--- src/rtl/eq_selftest_pkg.sv ---
// Shared definitions for the equality-comparator self-test driver.
package eq_selftest_pkg;

    // Run sequencing: each vector spends one cycle settling and one being checked.
    typedef enum logic [1:0] {
        IDLE  = 2'd0,
        DRIVE = 2'd1,
        CHECK = 2'd2,
        DONE  = 2'd3
    } state_t;

    // Error counter width: one bit wider than the vector index, so it can
    // hold the count of every vector failing without wrapping.
    function automatic int unsigned err_width(input int unsigned w);
        return 2 * w + 1;
    endfunction

endpackage

--- src/rtl/eq_selftest.sv ---
// Exhaustive self-test driver for an equality comparator: walks every
// operand pair, checks dut_eq against a golden a==b and records the results.
module eq_selftest
    import eq_selftest_pkg::*;
#(
    parameter int unsigned WIDTH = 2
) (
    input  logic                          clk,
    input  logic                          rst_n,
    input  logic                          start,
    output logic [WIDTH-1:0]              dut_a,
    output logic [WIDTH-1:0]              dut_b,
    input  logic                          dut_eq,
    output logic                          busy,
    output logic                          done,
    output logic                          pass,
    output logic [err_width(WIDTH)-1:0]   err_count,
    output logic [WIDTH-1:0]              fail_a,
    output logic [WIDTH-1:0]              fail_b
);

    localparam int unsigned IW = 2 * WIDTH;
    localparam int unsigned EW = err_width(WIDTH);

    state_t             state, state_d;
    logic [IW-1:0]      idx, idx_d;
    logic               busy_d, done_d, pass_d;
    logic [EW-1:0]      err_d;
    logic [WIDTH-1:0]   fail_a_d, fail_b_d;
    logic               mismatch;

    // Operands come straight from the index register halves.
    assign dut_a = idx[IW-1:WIDTH];
    assign dut_b = idx[WIDTH-1:0];

    // Next-state and result update; an X on dut_eq counts as a mismatch.
    always_comb begin
        state_d  = state;
        idx_d    = idx;
        busy_d   = busy;
        done_d   = done;
        pass_d   = pass;
        err_d    = err_count;
        fail_a_d = fail_a;
        fail_b_d = fail_b;
        mismatch = (dut_eq !== (dut_a == dut_b));
        case (state)
            IDLE, DONE: begin
                if (start) begin
                    state_d  = DRIVE;
                    idx_d    = '0;
                    err_d    = '0;
                    fail_a_d = '0;
                    fail_b_d = '0;
                    done_d   = 1'b0;
                    pass_d   = 1'b0;
                    busy_d   = 1'b1;
                end
            end
            DRIVE: begin
                state_d = CHECK;
            end
            CHECK: begin
                if (mismatch) begin
                    if (err_count != '1) begin
                        err_d = err_count + EW'(1);
                    end
                    if (err_count == '0) begin
                        fail_a_d = dut_a;
                        fail_b_d = dut_b;
                    end
                end
                if (idx == '1) begin
                    state_d = DONE;
                    busy_d  = 1'b0;
                    done_d  = 1'b1;
                    pass_d  = (err_d == '0);
                end else begin
                    idx_d   = idx + IW'(1);
                    state_d = DRIVE;
                end
            end
            default: begin
                state_d = IDLE;
            end
        endcase
    end

    // State and result registers; reset clears everything immediately.
    always_ff @(posedge clk or negedge rst_n) begin
        if (!rst_n) begin
            state     <= IDLE;
            idx       <= '0;
            busy      <= 1'b0;
            done      <= 1'b0;
            pass      <= 1'b0;
            err_count <= '0;
            fail_a    <= '0;
            fail_b    <= '0;
        end else begin
            state     <= state_d;
            idx       <= idx_d;
            busy      <= busy_d;
            done      <= done_d;
            pass      <= pass_d;
            err_count <= err_d;
            fail_a    <= fail_a_d;
            fail_b    <= fail_b_d;
        end
    end

endmodule

--- config.mk ---
export PLATFORM = sky130hd
export DESIGN_NAME = eq_selftest
export DESIGN_NICKNAME = d
export VERILOG_FILES = /design/src/rtl/eq_selftest_pkg.sv /design/src/rtl/eq_selftest.sv
export SDC_FILE = /design/constraint.sdc
export NUM_CORES = 1
export LEC_CHECK = 0
export CAP_MARGIN = 20
export CORE_MARGIN = 2
export CORE_UTILIZATION = 32
export DETAILED_ROUTE_END_ITERATION = 10
export SYNTH_ARGS = -nofsm -noshare
export SYNTH_HDL_FRONTEND = slang
export SYNTH_SLANG_ARGS = --single-unit
--- constraint.sdc ---
create_clock -name clk -period 2 [get_ports clk]
set_input_delay 0.3 -clock clk [delete_from_list [all_inputs] [get_ports clk]]
set_output_delay 0.3 -clock clk [all_outputs]
set_load 0.005 [all_outputs]
==> results.toml <==
[drt]
drt_iter0_drc = 53
wl_per_cell_um = 14.3
via_per_inst = 5.30
ant_nets = 0
firstDrtPassIters = 4
drc_errors = 0
num_vias = 1038
drt_wl_total_mm = 2.79

[grt]
grt_pass1_wl_mm = 4.91
grt_overflow = 0
groute.usage.overall = 0.157
grt_pass1_vias = 989
antenna_found_initial = 0
grt_max_degree = 21

[timing]
timing.setup.tns_ps = 0
fmax_ghz = 0.557
slew_violations = 0
worst_pin_slew_ps = 372
fin_skew_ps = 7.77
rsz0062_at_grt = "no"
setup-violations-final = 0
fin_crit_sh = 0.898
slew_headroom = 0.751
final.min_clock_period_ps = 1800
hold_viol_final = 0

[final_layout]
drive_above_1_share = 0.167
fin_cells = 196
nNetsFinal = 161
num_antenna_cells = 0
area_growth_pct = 30.2
final.fill_count = 340
multi_input_area_sq_um = 606
register_area_sq_um = 450

[synth]
yosysTopAreaCellShare = 0.403
ys_ff_latch = 18
synth_cell_types = 42
yosys_warnings = 0
synthesis.area_sq_um = 1120
synth.largest_area_cell = "dfrtp_1"
ys_seq_area_frac = 0.403
syn_inst = 121
syn_area_per_cell_sq_um = 9.24
syn-num-nets = 131
synth_area_leaders = "dfrtp_1, ha_1, a21oi_1, o21ai_0, a22o_1"

[critical_path]
cp_data_required_time_ps = 2190
cp-end-kind = "flop"
crit_type = "flop to flop"
start_kind = "flop"
rr_worst_depth = 7
critPathMaxFanout = 4
arrival_ps = 1990

[clocking]
cts.sinks = 18
postCtsHoldBufs = 0
cts_tree = "yes"
path_clk_slew_ps = 110
cts_buffer_depth = 2
post_cts_buffers = 0
insertion_delay_ps = 290
postCtsResizedCells = 0
cts_buffers = 3
ctsRootBufferMaster = "clkbuf_4"
htree_levels = 1

[floorplanning]
die_x_um = 63.1
die_y_um = 63.1
rows = 21
num_io_pins = 20
die-area_sq_um = 3980
fp.coreArea_sq_um = 3340
start_util = 0.335

[power]
pwr-share-seq = 0.296
intPower_uw = 908
ir_drop_mv = 0.411
leakage_uw = 0.000641
power.total_uw = 1600
clockPowerShare = 0.142
p_sw_frac = 0.432
power_frac_comb = 0.562
switchingPower_uw = 690
power_density_nw_per_um2 = 1100

[placed_design]
place_congestion = 0.784
dpl.hpwl_mm = 2.08
port-buffer-count = 19
dp.cells = 192

[job]
maxCapViolations = 0

[run_status]
status = "complete, no violations"

[hold_path]
hold_class = "input port to async pin"
## final timing paths
check | startpoint | slack (ps) | end
worst max-delay path | state[0] | 200 | fail_b[1]
worst min-delay path | rst_n | 330 | fail_b[1]
worst max register to register | state[0] | 200 | fail_b[1]
worst min register to register | fail_a[0] | 510 | fail_a[0]
max in group asynchronous | rst_n | 1470 | err_count[1]
min in group clk | fail_a[0] | 510 | fail_a[0]
## kinds of logic (layout without fill, tap and decap cells)
group | count (synthesis) | count (layout) | share of synthesized area
compound gates | 42 | 42 | 0.263
xor+xnor | 3 | 3 | 0.0235
fa+ha+maj | 6 | 6 | 0.0671
buf+inv | 13 | 42 | 0.0559
flops | 18 | 18 | 0.403
simple gates | 39 | 39 | 0.188
## stage by stage
step	hold slack (ps)	util	area (sq um)	setup slack, ps
after floorplan	4.41	-	1120	102
after global placement	487	0.426	1420	196
after detailed placement	492	0.426	1420	168
after CTS	328	0.436	1460	197
after global routing	354	0.436	1460	68.2
final	328	0.436	1460	203
## worst max-delay path, cell delays in order (launching register included)
cell and delay, ps:
dfrtp_1 410, inv_1 60, ha_1 310, buf_4 140
o21ai_2 70, nor4_2 320, a21oi_2 130, a22o_1 240
## metal layers
layer	vias to the layer above	GRT usage	share of wire
met5	-	0	0
met4	0	0.0417	0.0064
met3	2	0.0268	0.057
met2	33	0.238	0.47
met1	496	0.229	0.47
li1	507	-	-
## cell type report
cell class	count	area share
Multi-Input combinational cell	90	0.416
Sequential cell	18	0.309
Timing Repair Buffer	31	0.192
Tap cell	46	0.0395
Clock buffer	4	0.0249
Inverter	7	0.0180
## cells in the final DEF (no fill, tap or decap), drive strengths merged
master	instances
a2111o	1
a21o	1
a21oi	13
a22o	4
a31oi	2
a32o	1
a41oi	1
and3	6
buf	12
clkbuf	4
clkdlybuf4s50	19
dfrtp	18
ha	6
inv	7
nand2	9
nand2b	2
nand3	6
nand3b	1
nand4	1
nor2	8
nor2b	1
nor3	3
nor4	1
o2111a	1
o2111ai	2
o211ai	1
o21a	1
o21ai	10
o221ai	1
o22a	1
o22ai	1
o41ai	1
or2	1
xnor2	1
xor2	2
## power groups by stage
stage	Sequential, uW	Combinational [uW]	Clock [uW]
floorplan	479	548	0
global placement	478	860	0
detailed placement	483	892	0
CTS	475	897	243
global route	484	999	257
finish	473	898	227
## synthesized netlist by cell type (all sizes together)
cell     instances
o22a             1
nor3             3
a21oi           13
xor2             2
o21a             1
o211ai           1
nand2b           2
nand4            1
buf              5
a41oi            1
nand3            6
o41ai            1
inv              7
a2111o           1
a32o             1
o2111ai          2
nor2b            1
and3             6
ha               6
nor4             1
nand2            9
nand3b           1
o22ai            1
xnor2            1
a31oi            2
a21o             1
a22o             4
o221ai           1
o2111a           1
clkbuf           1
or2              1
nor2             8
dfrtp           18
o21ai           10
## registers in the layout, indices dropped and copies added, names as in the netlist
name	count
err_count	5
idx	4
fail_a	2
fail_b	2
state	2
busy	1
done	1
pass	1
(Power assumes the default switching activity.)
